--- config.mk ---
export PLATFORM = sky130hd
export DESIGN_NAME = fixed_decoder
export DESIGN_NICKNAME = d
export VERILOG_FILES = /design/src/rtl/flac_pkg.sv /design/src/rtl/fixed_predictor.sv /design/src/rtl/fixed_decoder.sv
export SDC_FILE = /design/constraint.sdc
export NUM_CORES = 1
export LEC_CHECK = 0
export CORE_MARGIN = 2
export CORE_UTILIZATION = 46
export CTS_CLUSTER_SIZE = 12
export DETAILED_ROUTE_END_ITERATION = 10
export GPL_TIMING_DRIVEN = 0
export PLACE_DENSITY_LB_ADDON = 0.25
export SETUP_SLACK_MARGIN = 0.1
export SLEW_MARGIN = 20
export SYNTH_ARGS = -nofsm -noshare
export SYNTH_HDL_FRONTEND = slang
export SYNTH_SLANG_ARGS = --single-unit
--- constraint.sdc ---
create_clock -name iClock -period 7.89 [get_ports iClock]
set_input_delay 2.367 -clock iClock [delete_from_list [all_inputs] [get_ports iClock]]
set_output_delay 2.367 -clock iClock [all_outputs]
set_load 0.01 [all_outputs]
--- src/rtl/flac_pkg.sv ---
// Shared FLAC fixed-predictor definitions: widths, decoder states, coefficient table.
package flac_pkg;

   localparam int unsigned DATA_W_DEF      = 16;
   localparam int unsigned ACC_W_DEF       = 20;
   localparam int unsigned MAX_FIXED_ORDER = 4;
   localparam int unsigned ORDER_W         = 3;

   typedef enum logic [1:0] {
      ST_IDLE   = 2'd0,
      ST_WARMUP = 2'd1,
      ST_RUN    = 2'd2
   } dec_state_e;

   // Binomial coefficients applied to x1 (newest) .. x4 for each fixed order.
   localparam int FIXED_COEF [0:MAX_FIXED_ORDER][0:MAX_FIXED_ORDER-1] = '{
      '{ 0,  0,  0,  0},
      '{ 1,  0,  0,  0},
      '{ 2, -1,  0,  0},
      '{ 3, -3,  1,  0},
      '{ 4, -6,  4, -1}
   };

endpackage

--- src/rtl/fixed_predictor.sv ---
// Combinational FLAC fixed predictor: (order, x1..x4) -> prediction, ACC_W wide.
module fixed_predictor
   import flac_pkg::*;
#(
   parameter int unsigned DATA_W = DATA_W_DEF,
   parameter int unsigned ACC_W  = ACC_W_DEF
) (
   input  logic        [ORDER_W-1:0] order,
   input  logic signed [DATA_W-1:0]  x1,
   input  logic signed [DATA_W-1:0]  x2,
   input  logic signed [DATA_W-1:0]  x3,
   input  logic signed [DATA_W-1:0]  x4,
   output logic signed [ACC_W-1:0]   pred
);

   logic signed [ACC_W-1:0] xe [0:MAX_FIXED_ORDER-1];

   // Constant-coefficient multiply as shift-and-add; coefficients are at most |6|.
   function automatic logic signed [ACC_W-1:0] cmul(input logic signed [ACC_W-1:0] x,
                                                    input int c);
      logic signed [ACC_W-1:0] acc;
      int mag;
      acc = '0;
      mag = (c < 0) ? -c : c;
      for (int i = 0; i < 3; i++) begin
         if (mag[i]) acc = acc + (x <<< i);
      end
      return (c < 0) ? -acc : acc;
   endfunction

   // Sign-extend history to accumulator width.
   always_comb begin
      xe[0] = ACC_W'(x1);
      xe[1] = ACC_W'(x2);
      xe[2] = ACC_W'(x3);
      xe[3] = ACC_W'(x4);
   end

   // Weighted sum of history; illegal orders predict zero.
   always_comb begin
      pred = '0;
      if (order <= ORDER_W'(MAX_FIXED_ORDER)) begin
         for (int k = 0; k < MAX_FIXED_ORDER; k++) begin
            pred = pred + cmul(xe[k], FIXED_COEF[order][k]);
         end
      end
   end

endmodule

--- src/rtl/fixed_decoder.sv ---
// FLAC fixed-predictor decoder: residuals in, 16-bit PCM out, two-cycle latency.
module fixed_decoder
   import flac_pkg::*;
#(
   parameter int unsigned DATA_W = DATA_W_DEF,
   parameter int unsigned ACC_W  = ACC_W_DEF
) (
   input  logic                      iClock,
   input  logic                      iReset,
   input  logic                      iStart,
   input  logic        [ORDER_W-1:0] iOrder,
   input  logic                      iValid,
   input  logic signed [DATA_W-1:0]  iResidual,
   output logic signed [DATA_W-1:0]  oSample,
   output logic                      oValid,
   output logic                      oOrderError
);

   logic signed [DATA_W-1:0]  res_r;
   logic                      val_r;
   logic                      start_r;
   logic        [ORDER_W-1:0] ord_r;

   dec_state_e                state;
   logic        [ORDER_W-1:0] blk_ord;
   logic        [ORDER_W-1:0] cnt;
   logic signed [DATA_W-1:0]  x1, x2, x3, x4;

   logic signed [ACC_W-1:0]   pred_c;
   logic                      ord_bad_c;
   logic        [ORDER_W-1:0] new_ord_c;
   logic        [ORDER_W-1:0] cnt_inc_c;
   logic signed [DATA_W-1:0]  run_sample_c;

   fixed_predictor #(
      .DATA_W (DATA_W),
      .ACC_W  (ACC_W)
   ) u_pred (
      .order (blk_ord),
      .x1    (x1),
      .x2    (x2),
      .x3    (x3),
      .x4    (x4),
      .pred  (pred_c)
   );

   // Start-word order legalisation, warmup count step and wrapped reconstruction.
   always_comb begin
      ord_bad_c    = (ord_r > ORDER_W'(MAX_FIXED_ORDER));
      new_ord_c    = ord_bad_c ? '0 : ord_r;
      cnt_inc_c    = ORDER_W'(cnt + ORDER_W'(1));
      run_sample_c = DATA_W'(ACC_W'(res_r) + pred_c);
   end

   // Stage 1: register the incoming word.
   always_ff @(posedge iClock or negedge iReset) begin
      if (!iReset) begin
         res_r   <= '0;
         val_r   <= 1'b0;
         start_r <= 1'b0;
         ord_r   <= '0;
      end else begin
         res_r   <= iResidual;
         val_r   <= iValid;
         start_r <= iStart;
         ord_r   <= iOrder;
      end
   end

   // Stage 2: block FSM, sample reconstruction and history update.
   always_ff @(posedge iClock or negedge iReset) begin
      if (!iReset) begin
         state       <= ST_IDLE;
         blk_ord     <= '0;
         cnt         <= '0;
         x1          <= '0;
         x2          <= '0;
         x3          <= '0;
         x4          <= '0;
         oSample     <= '0;
         oValid      <= 1'b0;
         oOrderError <= 1'b0;
      end else if (!val_r) begin
         oValid <= 1'b0;
      end else if (start_r) begin
         // First word of a new block: a warmup sample, or a residual with zero prediction.
         blk_ord     <= new_ord_c;
         oOrderError <= ord_bad_c;
         oSample     <= res_r;
         oValid      <= 1'b1;
         {x4, x3, x2, x1} <= {x3, x2, x1, res_r};
         if (new_ord_c == '0) begin
            cnt   <= '0;
            state <= ST_RUN;
         end else begin
            cnt   <= ORDER_W'(1);
            state <= (new_ord_c == ORDER_W'(1)) ? ST_RUN : ST_WARMUP;
         end
      end else begin
         unique case (state)
            ST_WARMUP: begin
               oSample <= res_r;
               oValid  <= 1'b1;
               {x4, x3, x2, x1} <= {x3, x2, x1, res_r};
               cnt     <= cnt_inc_c;
               if (cnt_inc_c == blk_ord) state <= ST_RUN;
            end
            ST_RUN: begin
               oSample <= run_sample_c;
               oValid  <= 1'b1;
               {x4, x3, x2, x1} <= {x3, x2, x1, run_sample_c};
            end
            default: begin
               oValid <= 1'b0;
            end
         endcase
      end
   end

endmodule

==> results of run 1 <==
## synthesized netlist by cell type (all sizes together), types with 8 or more instances
cell type,number,share of area [%]
nor2,86,3.2
and3,34,2.1
inv,74,2.7
xor2,44,3.8
a22o,8,0.69
nand3,22,1.1
xnor2,66,5.7
o21bai,17,1.3
ha,101,12
buf,17,0.93
o21ai,80,4.0
and2,16,0.99
a21oi,95,4.7
o21a,9,0.67
nor2b,10,0.62
o211ai,8,0.64
fa,35,6.9
a21o,35,2.6
nand2,239,8.9
nor3,20,1.0
clkbuf,36,1.3
dfrtp,95,24
nand2b,14,0.87
## final cells by class
| class | instances | area share, % |
|---|---|---|
| multi-input combinational | 1049 | 63.3 |
| sequential | 95 | 19.3 |
| timing repair buffer | 91 | 6.55 |
| buffer | 53 | 3.21 |
| tap | 280 | 2.84 |
| inverter | 74 | 2.31 |
| clock buffer | 9 | 1.82 |
| clock inverter | 7 | 0.679 |
## worst max-delay path, delay by kind of cell, from the launching register on
family | cells | cell delay (ns)
AOI/OAI and AO/OA | 10 | 1.57
xor gates and xnor gates | 5 | 0.96
adders and majority gates | 6 | 2.11
buffers and inverters | 7 | 0.81
DFF | 1 | 0.38
muxes | 1 | 0.22
and+or+nand+nor | 10 | 1.76
## per-stage QoR
step	instance area (µm²)	setup TNS [ns]	worst slack, ns
floorplan	10100	0	0.150
global placement	10900	-3.17	-1.34
detailed placement	10900	-3.88	-1.54
CTS	12000	0	0.00150
global route	12300	-0.392	-0.366
finish	12300	-0.0315	-0.0315
## path summary, 6_finish.rpt
check | endpoint | startpoint
setup / recovery | x1[15]$_DFFE_PN0P_ | blk_ord[2]$_DFFE_PN0P_
hold / removal | oOrderError$_DFFE_PN0P_ | oOrderError$_DFFE_PN0P_
setup reg to reg | x1[15]$_DFFE_PN0P_ | blk_ord[2]$_DFFE_PN0P_
hold reg to reg | oOrderError$_DFFE_PN0P_ | oOrderError$_DFFE_PN0P_
max in group asynchronous | res_r[5]$_DFF_PN0_ | iReset
min in group asynchronous | blk_ord[1]$_DFFE_PN0P_ | iReset
## repair_timing
| action | 4_1_cts | 5_1_grt |
|---|---|---|
| pin swaps | 55 | 56 |
| hold buffers | 0 | 0 |
| endpoints found under the setup margin | 7 | 3 |
| gates resized for setup | 120 | 57 |
| buffers inserted | 37 | 13 |
## layer usage
| metal | wire, µm | share of wire, % |
|---|---|---|
| met5 | 0 | 0 |
| met4 | 1080 | 3.5 |
| met3 | 1820 | 5.9 |
| met2 | 14700 | 48 |
| met1 | 13100 | 43 |
## cells in the final DEF (no fill, tap or decap), drive strengths merged, types with 6 or more instances in the layout
cell,instances
a211oi,7
a21o,35
a21oi,95
a22o,8
a22oi,7
and2,16
and3,34
buf,71
clkbuf,43
clkdlybuf4s50,39
dfrtp,95
fa,35
ha,101
inv,77
mux2i,7
nand2,239
nand2b,14
nand3,22
nand4,6
nor2,86
nor2b,10
nor3,20
nor3b,7
o211ai,8
o21a,9
o21ai,80
o21bai,17
o22ai,6
or3,7
xnor2,66
xor2,44
## cell families (layout without fill, tap and decap cells)
family                     count (synthesis)  after routing  synth area share [%]
and+or+nand+nor                          477            477                  21.6
AOI/OAI and AO/OA                        318            318                  20.1
adders and majority gates                136            136                  19.4
buffers and inverters                    127            234                  5.01
xor gates and xnor gates                 111            111                  9.75
DFF                                       95             95                  23.5
muxes                                      7              7                 0.693
## flip-flops by register name (all words and copies together) (netlist names)
register / flops
x1: 16
x2: 16
state: 2
blk_ord: 3
res_r: 16
start_r: 1
oOrderError: 1
ord_r: 3
x4: 16
cnt: 3
x3: 16
val_r: 1
oValid: 1
## power breakdown
group / internal, W / leakage, nW / switching, W
Clock: 0.000253 / 0.149 / 0.000219
Sequential: 0.000635 / 1.18 / 0.000279
Combinational: 0.00179 / 4.61 / 0.00202
==> flow_metrics.env, run 1 <==
export IMPL_worstPathArrival_ns=8.21
export IMPL_max_clock_freq_ghz=0.126
export IMPL_maxCapViolCount=0
export IMPL_final_nets=1532
export IMPL_tightestPinTransition_ns=0.979
export IMPL_cts_htree_levels=3
export IMPL_slew_viol_final=0
export IMPL_core_um2=21700
export IMPL_finalCriticalPeriod_ns=7.92
export IMPL_outcome="complete, but fails checks"
export IMPL_dieArea_um2=23200
export IMPL_fp_dieW_um=152
export IMPL_endpoint_kind="flip-flop"
export IMPL_synth_area_um2=10100
export IMPL_num_vias=9476
export IMPL_dp_cells=1592
export IMPL_critPathRequiredTime_ns=8.18
export IMPL_rrSetupSlack_ns=-0.03
export IMPL_fp_row_count=54
export IMPL_drc=0
export IMPL_dp_hpwl_um=22800
export IMPL_instances_no_fill=1658
export IMPL_crit_path_max_incr_delay_ns=0.57
export IMPL_grtUsageTotal_pct=26.4
export IMPL_clk_pin_slew_ns=0.08
export IMPL_synthFlopType="dfrtp_1"
export IMPL_cts_buffers=9
export IMPL_clock_latency_ns=0.37
export IMPL_cts_tree="yes"
export IMPL_ios=41
export IMPL_grt_overflow=0
export IMPL_drive_above_1_share_pct=15.3
export IMPL_seqCellArea_um2=2380
export IMPL_wirelength_um=30700
export IMPL_grt_util_met2_pct=44.4
export IMPL_slowest_stage="fa_1"
export IMPL_hp_class="flip-flop to flip-flop"
export IMPL_grt_max_degree=59
export IMPL_finalPower_w=0.00519
export IMPL_start_util_pct=46.6
export IMPL_critPathKind="flip-flop to flip-flop"
export IMPL_p_per_area_nw_per_um2=420
export IMPL_io_buffers=40
export IMPL_cpMostUsedCell="clkbuf_16"
export IMPL_worst_r2r_cell_count=39
export IMPL_synth_nets=1430
export IMPL_ys_ff_latch=95
export IMPL_vias_per_cell=5.72
export IMPL_drt_pass1_iterations=5
export IMPL_hold_violations=0
export IMPL_async_reset_ff_share_pct=100
export IMPL_synth_edff_count=0
export IMPL_n_antenna_cell=0
export IMPL_synth_area_per_cell_um2=7.96
export IMPL_slew_headroom_pct=34.0
export IMPL_use_met3_pct=2.67
export IMPL_critical_path_max_fanout=4
export IMPL_whs_path_depth=2
export IMPL_use_met1_pct=34.8
export IMPL_grt_pass1_wl_um=48600
export IMPL_rsz0062_at_grt="true"
export IMPL_gr_max_usage_layer="met2"
export IMPL_num_fill_cells=1970
export IMPL_grt_pass1_vias=9358
export IMPL_yosysUniqueCellTypes=76
export IMPL_final_util_pct=56.9
export IMPL_clockBufferDepth=2
export IMPL_yosysWarningCount=0
export IMPL_wire_per_inst_um=18.5
export IMPL_drtAntennaViolNets=0
export IMPL_cts_root_buf="clkbuf_16"
export IMPL_antenna_found_initial=0
export IMPL_synthCells=1271
export IMPL_first_iter_violations=706
export IMPL_die_h_um=152
export IMPL_start_kind="flip-flop"
export IMPL_peakVddDrop_uv=328
export IMPL_clock_skew_ns=0.0159
export IMPL_p_leak_nw=5.94
export IMPL_multi_input_area_um2=7820
export IMPL_setup_slack_ns=-0.0315
export IMPL_failed_checks="negative setup slack"
export IMPL_routabilityCongestion=0.896
export IMPL_ys_seq_area_share_pct=23.5
export IMPL_cts_sinks=95
export IMPL_area_growth_pct=22.1
export IMPL_period_share_pct=100
export IMPL_fin_hold_ws_ns=0.489
export IMPL_finalSetupViolations=1
No activity file was read; power rests on OpenSTA's default activity.
==> run 2: changes to the inputs <==
--- a/config.mk
+++ b/config.mk
@@ -7,7 +7,7 @@
 export LEC_CHECK = 0
 export CORE_MARGIN = 2
 export CORE_UTILIZATION = 46
-export CTS_CLUSTER_SIZE = 12
+export CTS_CLUSTER_SIZE = 40
 export DETAILED_ROUTE_END_ITERATION = 10
 export GPL_TIMING_DRIVEN = 0
 export PLACE_DENSITY_LB_ADDON = 0.25
==> results of run 2 <==
No change in the layout: final DEF, timing and power equal those of run 1.
==> run 3: changes to the inputs <==
--- a/config.mk
+++ b/config.mk
@@ -6,7 +6,7 @@
 export NUM_CORES = 1
 export LEC_CHECK = 0
 export CORE_MARGIN = 2
-export CORE_UTILIZATION = 46
+export CORE_UTILIZATION = 57
 export CTS_CLUSTER_SIZE = 40
 export DETAILED_ROUTE_END_ITERATION = 10
 export GPL_TIMING_DRIVEN = 0
==> flow_metrics.env, run 3 (same netlist as run 1, synthesis figures left out) <==
export IMPL_outcome="complete, but fails checks"
export IMPL_failed_checks="negative setup slack"
export IMPL_critPathCapture="x1[15]$_DFFE_PN0P_"
export IMPL_worstReg2RegEnd="x1[15]$_DFFE_PN0P_"
export IMPL_slowest_stage="fa_1"
export IMPL_clock_latency_ns=0.36
export IMPL_seqCellArea_um2=2380
export IMPL_hold_violations=0
export IMPL_drive_above_1_share_pct=15.5
export IMPL_peakVddDrop_uv=464
export IMPL_setup_slack_ns=-0.315
export IMPL_num_vias=9930
export IMPL_cp_startpoint="blk_ord[2]$_DFFE_PN0P_"
export IMPL_n_antenna_cell=0
export IMPL_tightestPinTransition_ns=0.871
export IMPL_rsz0062_at_grt="true"
export IMPL_clock_skew_ns=0.0101
export IMPL_max_clock_freq_ghz=0.122
export IMPL_rrSetupSlack_ns=-0.32
export IMPL_stdcell_area_um2=12300
export IMPL_first_iter_violations=721
export IMPL_drc=0
export IMPL_worstPathArrival_ns=8.49
export IMPL_wire_per_inst_um=19.7
export IMPL_slew_viol_final=0
export IMPL_crit_path_max_incr_delay_ns=0.57
export IMPL_dieArea_um2=18800
export IMPL_cts_root_buf="clkbuf_16"
export IMPL_wl_met3_um=2670
export IMPL_grt_pass1_vias=9595
export IMPL_finalPower_w=0.00530
export IMPL_period_share_pct=104
export IMPL_grt_max_degree=58
export IMPL_finalCriticalPeriod_ns=8.21
export IMPL_clk_pin_slew_ns=0.07
export IMPL_cts_sinks=95
export IMPL_die_h_um=137
export IMPL_ios=41
export IMPL_grt_pass1_wl_um=48300
export IMPL_maxCapViolCount=0
export IMPL_core_um2=17300
export IMPL_p_leak_nw=5.93
export IMPL_placed_cell_area_um2=10800
export IMPL_highest_layer="met4"
export IMPL_critical_path_max_fanout=10
export IMPL_final_util_pct=71.1
export IMPL_cts_tree="yes"
export IMPL_start_util_pct=58.5
export IMPL_met2WireLength_um=14900
export IMPL_drtAntennaViolNets=0
export IMPL_multi_input_area_um2=7840
export IMPL_cpMostUsedCell="buf_4"
export IMPL_start_kind="flip-flop"
export IMPL_routedLengthMet1_um=12600
export IMPL_critPathKind="flip-flop to flip-flop"
export IMPL_cts_htree_levels=3
export IMPL_mostFrequentLayoutCell="nand2_1"
export IMPL_vias_per_cell=6.18
export IMPL_wirelength_um=31700
export IMPL_num_fill_cells=1304
export IMPL_finalSetupViolations=1
export IMPL_slew_headroom_pct=41.6
export IMPL_hp_class="flip-flop to flip-flop"
export IMPL_endpoint_kind="flip-flop"
export IMPL_grtUsageTotal_pct=33.5
export IMPL_fp_row_count=48
export IMPL_hold_buffers=0
export IMPL_detailedPlace_worstSlack_ns=-1.51
export IMPL_cts_buffers=9
export IMPL_grt_overflow=0
export IMPL_clockBufferDepth=2
export IMPL_critPathRequiredTime_ns=8.17
export IMPL_antenna_found_initial=0
export IMPL_routabilityCongestion=0.948
export IMPL_io_buffers=40
export IMPL_area_growth_pct=21.6
export IMPL_dp_hpwl_um=22200
export IMPL_drt_pass1_iterations=6
export IMPL_fp_dieW_um=137
export IMPL_worst_r2r_cell_count=39
export IMPL_final_nets=1537
export IMPL_r2r_start="blk_ord[2]$_DFFE_PN0P_"
export IMPL_p_per_area_nw_per_um2=431
export IMPL_final_cell_mix="nand2_1, dfrtp_1, ha_1"
-- run 3: worst min-delay path by stage --
| stage | from | endpoint | slack (ns) | cells after the start |
|---|---|---|---|---|
| after detailed placement | oOrderError$_DFFE_PN0P_ | oOrderError$_DFFE_PN0P_ | 0.48 | 2 |
| after CTS | oOrderError$_DFFE_PN0P_ | oOrderError$_DFFE_PN0P_ | 0.49 | 2 |
| after global routing | x2[15]$_DFFE_PN0P_ | x2[15]$_DFFE_PN0P_ | 0.53 | 2 |
| after floorplan | x3[14]$_DFFE_PN0P_ | x4[14]$_DFFE_PN0P_ | 0.45 | 2 |
| final | oOrderError$_DFFE_PN0P_ | oOrderError$_DFFE_PN0P_ | 0.49 | 2 |
| after global placement | oOrderError$_DFFE_PN0P_ | oOrderError$_DFFE_PN0P_ | 0.47 | 2 |
-- run 3: cell type report --
type                    instances  area share [%]
repair buffers                 97            7.07
inverters                      74            2.34
clock buffers                   9            1.83
multi-input cells            1049            63.7
flip-flops and latches         95            19.3
clock inverters                 6           0.387
plain buffers                  52            3.00
well taps                     225            2.29
-- run 3: critical path: cells and delay by family (launching register included) --
family	cells	cell delay (ns)
AOI/OAI and AO/OA	10	1.71
xor gates and xnor gates	4	0.69
adders and majority gates	5	1.91
buffers and inverters	11	1.47
DFF	1	0.37
muxes	1	0.23
and+or+nand+nor	8	1.70
-- run 3: repair_timing --
action,CTS,global route
setup buffers,40,17
resized for setup,121,59
setup endpoints to repair,6,5
pin swaps,60,67
gates cloned,0,0
endpoints found under the hold margin,0,0
-- run 3: layer usage --
layer	vias to the layer above	global-route usage [%]
li1	4608	-
met1	4733	42.9
met2	473	56.2
met3	116	4.82
met4	0	15.4
met5	-	0
-- run 3: power breakdown --
part	leakage [nW]	internal, W	total [W]	switching [W]
Sequential	1.18	0.000635	0.000915	0.000280
Combinational	4.63	0.00184	0.00397	0.00213
Clock	0.125	0.000214	0.000413	0.000199
-- run 3: metrics by stage --
stage / instances / TNS (ns) / hold slack, ns
finish: 1607 / -0.315 / 0.493
CTS: 1592 / -0.0841 / 0.492
global placement: 1536 / -2.87 / 0.472
floorplan: 1271 / 0 / 0.453
global route: 1607 / -0.647 / 0.531
detailed placement: 1538 / -3.52 / 0.476
